--- config.mk ---
export PLATFORM = sky130hd
export DESIGN_NAME = ccd_pixel_sequencer
export DESIGN_NICKNAME = d
export VERILOG_FILES = /design/src/rtl/ccd_seq_pkg.sv /design/src/rtl/ccd_phase_gen.sv /design/src/rtl/ccd_pixel_sequencer.sv
export SDC_FILE = /design/constraint.sdc
export NUM_CORES = 1
export LEC_CHECK = 0
export ABC_CLOCK_PERIOD_IN_PS = 5800
export CAP_MARGIN = 10
export CORE_MARGIN = 1
export CORE_UTILIZATION = 60
export DETAILED_ROUTE_END_ITERATION = 10
export PLACE_DENSITY = 0.91
export REMOVE_ABC_BUFFERS = 1
export SYNTH_ARGS = -nofsm -noshare
export SYNTH_HDL_FRONTEND = slang
export SYNTH_SLANG_ARGS = --single-unit
export TNS_END_PERCENT = 20
--- constraint.sdc ---
create_clock -name sys_clk -period 5.8 [get_ports sys_clk]
set_clock_uncertainty 0.2 [all_clocks]
set_input_delay 1.16 -clock sys_clk [delete_from_list [all_inputs] [get_ports sys_clk]]
set_output_delay 1.16 -clock sys_clk [all_outputs]
set_load 0.005 [all_outputs]
--- src/rtl/ccd_seq_pkg.sv ---
// Shared definitions for the CCD pixel sequencer: FSM encoding and config limits.
package ccd_seq_pkg;

    typedef enum logic [1:0] {
        IDLE  = 2'd0,
        RUN   = 2'd1,
        FLUSH = 2'd2
    } state_e;

    localparam int MIN_PERIOD = 4;

endpackage

--- src/rtl/ccd_phase_gen.sv ---
// Phase/pixel counters and the registered CCD timing outputs (clk, shp, shd, clpdm).
module ccd_phase_gen #(
    parameter int PER_W     = 9,
    parameter int PIX_W     = 8,
    parameter int BLANK_LEN = 10
) (
    input  logic             sys_clk,
    input  logic             n_rst,
    input  logic             go,
    input  logic             active,
    input  logic [PER_W-1:0] period,
    input  logic [PER_W-1:0] shp_lo,
    input  logic [PER_W-1:0] shp_hi,
    input  logic [PER_W-1:0] shd_lo,
    input  logic [PER_W-1:0] shd_hi,
    input  logic [PIX_W-1:0] line_len,
    output logic [PER_W-1:0] phase,
    output logic [PIX_W-1:0] pix,
    output logic             wrap,
    output logic             clk_fpga,
    output logic             shp_fpga,
    output logic             shd_fpga,
    output logic             clpdm_fpga
);

    logic [PER_W-1:0] phase_q, phase_d;
    logic [PIX_W-1:0] pix_q, pix_d;
    logic             clk_q, clk_d, shp_q, shp_d, shd_q, shd_d, clpdm_q, clpdm_d;
    logic [PER_W-1:0] half;

    assign half  = period >> 1;
    assign wrap  = (phase_q == period - PER_W'(1));

    always_comb begin
        phase_d = phase_q;
        pix_d   = pix_q;
        clk_d   = clk_q;
        shp_d   = shp_q;
        shd_d   = shd_q;
        clpdm_d = clpdm_q;
        if (!active) begin
            phase_d = '0;
            pix_d   = '0;
            clk_d   = 1'b1;
            shp_d   = 1'b1;
            shd_d   = 1'b1;
            clpdm_d = 1'b0;
        end else if (go) begin
            // line_len > BLANK_LEN is guaranteed by the start check, so pixel 0 is unblanked
            phase_d = '0;
            pix_d   = '0;
            clk_d   = 1'b1;
            shp_d   = 1'b1;
            shd_d   = 1'b1;
            clpdm_d = 1'b1;
        end else begin
            phase_d = wrap ? '0 : phase_q + PER_W'(1);
            if (wrap)
                pix_d = (pix_q == line_len - PIX_W'(1)) ? '0 : pix_q + PIX_W'(1);
            clk_d = (phase_d < half);
            if (phase_q == shp_lo)      shp_d = 1'b0;
            else if (phase_q == shp_hi) shp_d = 1'b1;
            if (phase_q == shd_lo)      shd_d = 1'b0;
            else if (phase_q == shd_hi) shd_d = 1'b1;
            if (wrap)
                clpdm_d = (pix_d < line_len - PIX_W'(BLANK_LEN));
        end
    end

    always_ff @(posedge sys_clk or negedge n_rst) begin
        if (!n_rst) begin
            phase_q <= '0;
            pix_q   <= '0;
            clk_q   <= 1'b1;
            shp_q   <= 1'b1;
            shd_q   <= 1'b1;
            clpdm_q <= 1'b0;
        end else begin
            phase_q <= phase_d;
            pix_q   <= pix_d;
            clk_q   <= clk_d;
            shp_q   <= shp_d;
            shd_q   <= shd_d;
            clpdm_q <= clpdm_d;
        end
    end

    assign phase      = phase_q;
    assign pix        = pix_q;
    assign clk_fpga   = clk_q;
    assign shp_fpga   = shp_q;
    assign shd_fpga   = shd_q;
    assign clpdm_fpga = clpdm_q;

endmodule

--- src/rtl/ccd_pixel_sequencer.sv ---
// CCD pixel sequencer top: run FSM, config latch, sample-to-DAC path and status flags.
module ccd_pixel_sequencer
    import ccd_seq_pkg::*;
#(
    parameter int DAC_W     = 14,
    parameter int PER_W     = 9,
    parameter int PIX_W     = 8,
    parameter int BLANK_LEN = 10
) (
    input  logic             sys_clk,
    input  logic             n_rst,
    input  logic             start,
    input  logic             abort,
    input  logic [PER_W-1:0] cfg_period,
    input  logic [PER_W-1:0] cfg_shp_lo,
    input  logic [PER_W-1:0] cfg_shp_hi,
    input  logic [PER_W-1:0] cfg_shd_lo,
    input  logic [PER_W-1:0] cfg_shd_hi,
    input  logic             cfg_ccd,
    input  logic [DAC_W-1:0] cfg_black,
    input  logic [PIX_W-1:0] cfg_line_len,
    input  logic [DAC_W-1:0] s_data,
    input  logic             s_valid,
    input  logic             s_last,
    output logic             s_ready,
    output logic [DAC_W-1:0] dac_d,
    output logic             clk_fpga,
    output logic             shp_fpga,
    output logic             shd_fpga,
    output logic             clpdm_fpga,
    output logic             busy,
    output logic             done,
    output logic             underrun,
    output logic             cfg_err
);

    state_e           state_q, state_d;
    logic [PER_W-1:0] per_q, per_d, shp_lo_q, shp_lo_d, shp_hi_q, shp_hi_d;
    logic [PER_W-1:0] shd_lo_q, shd_lo_d, shd_hi_q, shd_hi_d;
    logic             ccd_q, ccd_d;
    logic [DAC_W-1:0] black_q, black_d, smp_q, smp_d, dac_code_q, dac_code_d;
    logic [PIX_W-1:0] len_q, len_d;
    logic             underrun_q, underrun_d, done_q, done_d, cfg_err_q, cfg_err_d;
    logic             go, cfg_ok, wrap, mid;
    logic [PER_W-1:0] phase, half;
    logic [PIX_W-1:0] pix;

    assign cfg_ok  = (cfg_period >= PER_W'(MIN_PERIOD)) && (cfg_line_len > PIX_W'(BLANK_LEN));
    assign half    = per_q >> 1;
    assign mid     = ccd_q && (phase == half - PER_W'(1));
    assign s_ready = (state_q == RUN) && wrap && s_valid;

    always_comb begin
        state_d    = state_q;
        per_d      = per_q;
        shp_lo_d   = shp_lo_q;
        shp_hi_d   = shp_hi_q;
        shd_lo_d   = shd_lo_q;
        shd_hi_d   = shd_hi_q;
        ccd_d      = ccd_q;
        black_d    = black_q;
        len_d      = len_q;
        smp_d      = smp_q;
        dac_code_d = dac_code_q;
        underrun_d = underrun_q;
        done_d     = 1'b0;
        cfg_err_d  = 1'b0;
        go         = 1'b0;
        case (state_q)
            IDLE: if (start) begin
                if (cfg_ok) begin
                    go         = 1'b1;
                    state_d    = RUN;
                    per_d      = cfg_period;
                    shp_lo_d   = cfg_shp_lo;
                    shp_hi_d   = cfg_shp_hi;
                    shd_lo_d   = cfg_shd_lo;
                    shd_hi_d   = cfg_shd_hi;
                    ccd_d      = cfg_ccd;
                    black_d    = cfg_black;
                    len_d      = cfg_line_len;
                    underrun_d = 1'b0;
                    // pixel 0 is the fetch slot for the first sample, so it shows black
                    smp_d      = cfg_black;
                    dac_code_d = cfg_black;
                end else begin
                    cfg_err_d = 1'b1;
                end
            end
            RUN: if (abort) begin
                state_d = IDLE;
            end else if (wrap) begin
                if (s_valid) begin
                    smp_d = s_data;
                    if (s_last) state_d = FLUSH;
                end else begin
                    smp_d      = black_q;
                    underrun_d = 1'b1;
                end
                dac_code_d = ccd_q ? black_q : smp_d;
            end else if (mid) begin
                dac_code_d = smp_q;
            end
            FLUSH: if (abort) begin
                state_d = IDLE;
            end else if (wrap) begin
                state_d = IDLE;
                done_d  = 1'b1;
            end else if (mid) begin
                dac_code_d = smp_q;
            end
            default: state_d = IDLE;
        endcase
    end

    always_ff @(posedge sys_clk or negedge n_rst) begin
        if (!n_rst) begin
            state_q    <= IDLE;
            per_q      <= '0;
            shp_lo_q   <= '0;
            shp_hi_q   <= '0;
            shd_lo_q   <= '0;
            shd_hi_q   <= '0;
            ccd_q      <= 1'b0;
            black_q    <= '0;
            len_q      <= '0;
            smp_q      <= '0;
            dac_code_q <= '0;
            underrun_q <= 1'b0;
            done_q     <= 1'b0;
            cfg_err_q  <= 1'b0;
        end else begin
            state_q    <= state_d;
            per_q      <= per_d;
            shp_lo_q   <= shp_lo_d;
            shp_hi_q   <= shp_hi_d;
            shd_lo_q   <= shd_lo_d;
            shd_hi_q   <= shd_hi_d;
            ccd_q      <= ccd_d;
            black_q    <= black_d;
            len_q      <= len_d;
            smp_q      <= smp_d;
            dac_code_q <= dac_code_d;
            underrun_q <= underrun_d;
            done_q     <= done_d;
            cfg_err_q  <= cfg_err_d;
        end
    end

    ccd_phase_gen #(
        .PER_W    (PER_W),
        .PIX_W    (PIX_W),
        .BLANK_LEN(BLANK_LEN)
    ) u_phase_gen (
        .sys_clk   (sys_clk),
        .n_rst     (n_rst),
        .go        (go),
        .active    (state_d != IDLE),
        .period    (per_q),
        .shp_lo    (shp_lo_q),
        .shp_hi    (shp_hi_q),
        .shd_lo    (shd_lo_q),
        .shd_hi    (shd_hi_q),
        .line_len  (len_q),
        .phase     (phase),
        .pix       (pix),
        .wrap      (wrap),
        .clk_fpga  (clk_fpga),
        .shp_fpga  (shp_fpga),
        .shd_fpga  (shd_fpga),
        .clpdm_fpga(clpdm_fpga)
    );

    assign dac_d    = dac_code_q;
    assign busy     = (state_q != IDLE);
    assign done     = done_q;
    assign underrun = underrun_q;
    assign cfg_err  = cfg_err_q;

endmodule

# After elaboration in Yosys (flattened, before gate mapping)
# Cells that the tools add are included.
# W data, S select, Z words.
[classes]
addsub = 6
n_lt_le_gt_ge = 4
n_eq_ne = 19
mux = 59
reduce_logical = 13
[op_table]
columns = ["operator", "n"]
rows = [
  ["$mux W14", 11],
  ["$eq A9 B9 Y1", 6],
  ["$mux W8", 6],
  ["$pmux W14 S3", 1],
  ["$pmux W14 S2", 1],
  ["$mux W1", 27],
  ["$mux W9", 3],
  ["$mux W2", 8],
  ["$ne A2 B2 Y1 const B", 6],
  ["$reduce_and A6 Y1", 2],
  ["$add A9 B1 Y9 const B", 1],
  ["$ge A9 B3 Y1 const B", 1],
  ["$lt A9 B8 Y1", 1],
  ["$sub A8 B1 Y9 const B", 1],
  ["$sub A9 B1 Y9 const B", 1],
  ["$add A8 B1 Y8 const B", 1],
  ["$eq A8 B8 Y1", 1],
  ["$gt A8 B4 Y1 const B", 1],
  ["$lt A8 B8 Y1", 1],
  ["$ne A4 B4 Y1 const B", 2],
  ["$sub A8 B1 Y8 const B", 1],
  ["$sub A8 B4 Y8 const B", 1],
  ["$pmux W2 S3", 1],
  ["$reduce_bool A2 Y1", 3],
  ["10 further kinds", 13],
]
[totals]
regBits = 122
input_bits = 88
output_inout_bits = 23
wordCells = 121

# Depth between registers and ports, before layout
[depth]
ltp_word = 11
ltp_mapped = 19
depth_no_buf = 17

# Modules after synthesis
# A second synthesis with hierarchy kept.
[unflattened]
cells_unflattened = 872
hier_area_um2 = 7902.6
[by_module_without_submodules]
columns = ["module", "instances", "cells_per_inst", "area_per_inst_um2", "seq_area_each_um2"]
rows = [
  ["ccd_pixel_sequencer", 1, 560, 5340.1, 2527.4],
  ["ccd_phase_gen", 1, 312, 2562.5, 529.3],
]

# Worst setup path before layout
# OpenSTA, ideal clock, no wires.
[synth_timing]
path_kind = "register to register"
start = "register per_q[2]"
end = "register u_phase_gen.clk_q, in the netlist u_phase_gen.clk_fpga"
arrival_ns = 3.650
path_slack_ns = 1.888
path_stages_with_launch = 18
path_buffers = 1
period_less_slack_ns = 3.912
path_cell_list = "dfrtp_1 -> inv_1 -> ha_1 -> or4b_4 -> nor3b_2 -> o211ai_2 -> a2111oi_4 -> buf_2 -> nor2b_1 -> ha_1 -> nor2b_1 -> o21a_1 -> o21a_1 -> o21ai_0 -> nand2b_1 -> a211oi_1 -> o21ai_0 -> nand2b_1"
[synth_between]
elab_chain_cells = 7
elab_cells_between_ends = 12
classes_between = "add/sub: 1; order compare: 1; eq/ne: 1; mux: 8; reduce/logical: 1"
[synth_rtl]
columns = ["item", "line_no", "rtl"]
rows = [
  ["start, declared", "ccd_pixel_sequencer.sv:38", "logic [PER_W-1:0] per_q, per_d, shp_lo_q, shp_lo_d, shp_hi_q, shp_hi_d;"],
  ["start signal, assigned", "ccd_pixel_sequencer.sv:134", "per_q <= per_d;"],
  ["branches (longest 6 deep; another with $sub A9 B1 Y9)", "-", ""],
  ["$mux W1 (*)", "ccd_phase_gen.sv:41", "if (!active) begin"],
  ["named net u_phase_gen.clk_d", "ccd_phase_gen.sv:28", "logic clk_q, clk_d, shp_q, shp_d, shd_q, shd_d, clpdm_q, clpdm_d;"],
  ["end signal, assigned", "ccd_phase_gen.sv:81", "clk_q <= clk_d;"],
  ["end, declared", "ccd_phase_gen.sv:28", ""],
]
# Mark *: on every way through the listed nets, which the timed path passes.
# A chain may end at the register's enable or synchronous reset.

# Worst setup path after layout
[layout_timing]
start = "register per_q[2]"
end = "output port s_ready"
[layout_between]
elab_chain_cells = 4
[layout_rtl]
columns = ["item", "line_no", "rtl"]
rows = [
  ["$sub A9 B1 Y9", "ccd_phase_gen.sv:32", "assign wrap = (phase_q == period - PER_W'(1));"],
  ["$eq A9 B9 Y1", "ccd_phase_gen.sv:32", ""],
  ["$logic_and A1 B1 Y1 (2 in a row)", "ccd_pixel_sequencer.sv:51", "assign s_ready = (state_q == RUN) && wrap && s_valid;"],
  ["end, declared", "ccd_pixel_sequencer.sv:25", "output logic s_ready,"],
]
# No other way between the ends.

==> out/metrics.csv <==
stage;metric;value;unit
yosys;avgSynthCellArea;9.87;µm²
clocking;root_buffer;clkbuf_16;
layout;register_area;3060;µm²
placed_design;io_buffers;110;
detailed_routing;antenna_left;0;
power;p_per_area;496;nW/µm²
yosys;synth_area_leaders;dfrtp_1 39%, mux2_2 12%, o21ai_0 5.9%;
yosys;synth-edff-count;0;
worst_setup_path;crit_fanout;13;
clocking;cts_hold_repair.buffers;0;
clocking;clkLatencyLatePin;420;ps
die;core_area;12200;µm²
die;dieArea;13100;µm²
die;die_height;114;µm
worst_setup_path;critPathKind;reg -> out;
placed_design;place_congestion;0.863;
worst_setup_path;critical_path.top_delay_family;simple AND/OR/NAND/NOR gates;
sta;setup_viol_count_final;0;
sta;report.final.slew_viol_count;0;
sta;whs;287;ps
yosys;synth_top_area_share;39.3;%
die;start_util;62.3;%
yosys;synthDistinctLibCells;62;
yosys;synth_seq_cells;122;
sta;final.min_clock_period;5070;ps
layout;multi_input_area;4250;µm²
sta;clock.fmax;197;MHz
detailed_routing;num_vias;6401;
sta;slew_headroom;20.9;%
sta;finalHoldViolCount;0;
detailed_routing;first_pass_iters;6;
placed_design;dp_hpwl;13.4;mm
layout;fill_cells;740;
die;rows;40;
placed_design;dpl-instance-area;8760;µm²
hold_path;hp-class;reg -> reg;
yosys;synth_area_leader_cell;dfrtp_1;
worst_setup_path;cp_cell_sequence;inv_1 > ha_1 > or4b_4 > nor3b_2 > o211ai_2 > and2_1 > or3_1 > nor3_1 > clkdlybuf4s50_1;
yosys;netlist_area;7570;µm²
grt;antenna_found_initial;0;
layout;nets;970;
detailed_routing;wl_per_cell;19.8;µm
grt;grt_pass1_vias;6600;
sta;worst_slew_pin_slew;1190;ps
layout;drive_above_1_share;15.9;%
layout;antennaDiodeCount;0;
grt;grt_max_degree;79;
clocking;clockBufferDepth;2;
layout;final_area;9350;µm²
sta;rsz0062_at_grt;false;
yosys;synth_top_flop_cell;dfrtp_1;
worst_setup_path;worst-path-buf-inv;2;
yosys;seq_area_frac_synth;40.4;%
run;drv_cap;0;
power;p_leak;3.92;nW
worst_setup_path;critPathRequiredTime;4440;ps
detailed_routing;via_per_inst;6.17;
yosys;ys_warn_count;0;
die;die_x;114;µm
worst_setup_path;crit_slowest_cell;clkdlybuf4s50_1;
detailed_routing;drt_iter0_markers;640;
grt;grt_pass1_wl;33.4;mm
placed_design;dp_cells;1006;
sta;worst_slack;725;ps
yosys;synth_cells;767;
power;ir_drop;0.361;mV
detailed_routing;wl;20.5;mm
yosys;async_flop_share;100;%
worst_setup_path;max_stage_delay;570;ps
detailed_routing;drc;0;
placed_design;pre_cts_ws;1240;ps
worst_setup_path;arrival;3710;ps
layout;syn2layout_area_growth;23.5;%
clocking;cts_tree;done;
sta;finalSetupTns;0;ps
clocking;postCtsResizedCells;0;
grt;grtUsageTotal;33.5;%
worst_setup_path;crit_path_start_kind;flip-flop;
clocking;post_cts_buffers;0;
clocking;clk_pin_slew;60;ps
layout;final_cells;1038;
clocking;cts.sinks;122;
clocking;htree_levels;4;
die;ios;111;
sta;fin_crit_sh;87.5;%
clocking;cts_made_buffers;17;
grt;overflow;0;
worst_setup_path;crit_path_end_kind;output pin;
outcome;run_status;finished, final reports clean;
-- worst paths after layout --
path	endpoint	slack, ps	start	cells past startpoint
max	s_ready	730	per_q[2]$_DFFE_PN0P_	9
min	smp_q[3]$_DFFE_PN0P_	290	smp_q[3]$_DFFE_PN0P_	2
max reg2reg	u_phase_gen.clpdm_fpga$_DFFE_PN0P_	1350	per_q[2]$_DFFE_PN0P_	15
min reg2reg	smp_q[3]$_DFFE_PN0P_	290	smp_q[3]$_DFFE_PN0P_	2
max in group asynchronous	per_q[8]$_DFFE_PN0P_	3540	n_rst	2
min in group asynchronous	shp_hi_q[1]$_DFFE_PN0P_	680	n_rst	1
-- cell families after synthesis --
logic type	Yosys count	synth area share [%]
and+or+nand+nor	194	13.2
AOI/OAI and AO/OA	169	13.8
adders and majority gates	25	4.13
DFF	122	40.4
xor gates and xnor gates	74	8.56
muxes	113	16.3
buffers and inverters	70	3.68
-- metal layers --
layer	part of all wire (%)	routed length (µm)	GRT usage [%]	vias up
met3	8.3	1710	8.47	74
met2	48	9900	55.6	348
met4	3.4	690	17.1	0
met1	40	8220	40.6	3091
li1	-	-	-	2888
met5	0	0	0	-
-- placed cells by master, fill, tap and decap left out, types with 17 or more instances in the layout --
| cell | count |
|---|---|
| nor2_1 | 26 |
| clkdlybuf4s50_1 | 109 |
| dfrtp_1 | 119 |
| mux2_2 | 81 |
| mux2i_1 | 32 |
| o21ai_0 | 89 |
| inv_1 | 23 |
| a21oi_1 | 29 |
| clkbuf_16 | 17 |
| nand2_1 | 71 |
| xor2_1 | 25 |
| xnor2_1 | 49 |
| ha_1 | 25 |
-- where the power goes --
part / internal (mW) / switching (mW)
Clock: 0.687 / 0.404
Sequential: 1.21 / 0.374
Combinational: 0.962 / 1.01
Total: 2.86 / 1.78
-- worst reg2reg max path: stages, from the launching register on --
cell      delay, ps
dfrtp_1         450
inv_1           150
ha_1            300
or4b_4          510
nor3b_2         190
o211ai_2        140
and2_1          180
or3_1           560
o41a_1          480
o21ai_1         160
ha_1            260
and4_1          220
a21oi_1         140
nand3b_1        100
a41oi_1         200
o22a_1          150
-- cells in the mapped netlist (all sizes together) (4+ instances only) --
cell,count
nor2,27
nor3,11
o21ai,93
nand3,14
and3,5
dfrtp,119
nor2b,16
xor2,25
a21oi,29
nand2,71
or3,4
a21o,4
inv,23
xnor2,49
o31ai,6
nor4,8
a31oi,8
mux2i,32
nand4,8
mux2,81
o21bai,4
clkbuf,35
buf,11
ha,25
nand2b,12
-- stage by stage --
step,power [mW],util [%]
after floorplan,2.85,-
after global placement,3.35,72.0
after detailed placement,3.46,72.0
after CTS,4.60,76.9
after global routing,4.90,76.9
final,4.64,76.9
-- area by class of cell --
cell class,count,share of cell area [%]
sequential,122,32.7
timing repair buffer,117,12.3
clock inverter,11,1.55
tap,168,2.25
clock buffer,21,4.82
inverter,24,0.963
multi-input combinational,575,45.4
-- sequential cells by signal (all words and copies together), names as in the netlist, 2 cells and up --
name / count
shd_lo_q: 9
dac_d: 14
state_q: 2
len_q: 8
per_q: 9
shd_hi_q: 9
u_phase_gen.phase: 9
u_phase_gen.pix: 8
smp_q: 14
shp_lo_q: 9
shp_hi_q: 9
black_q: 14
Power figures use the tool's default switching activity.
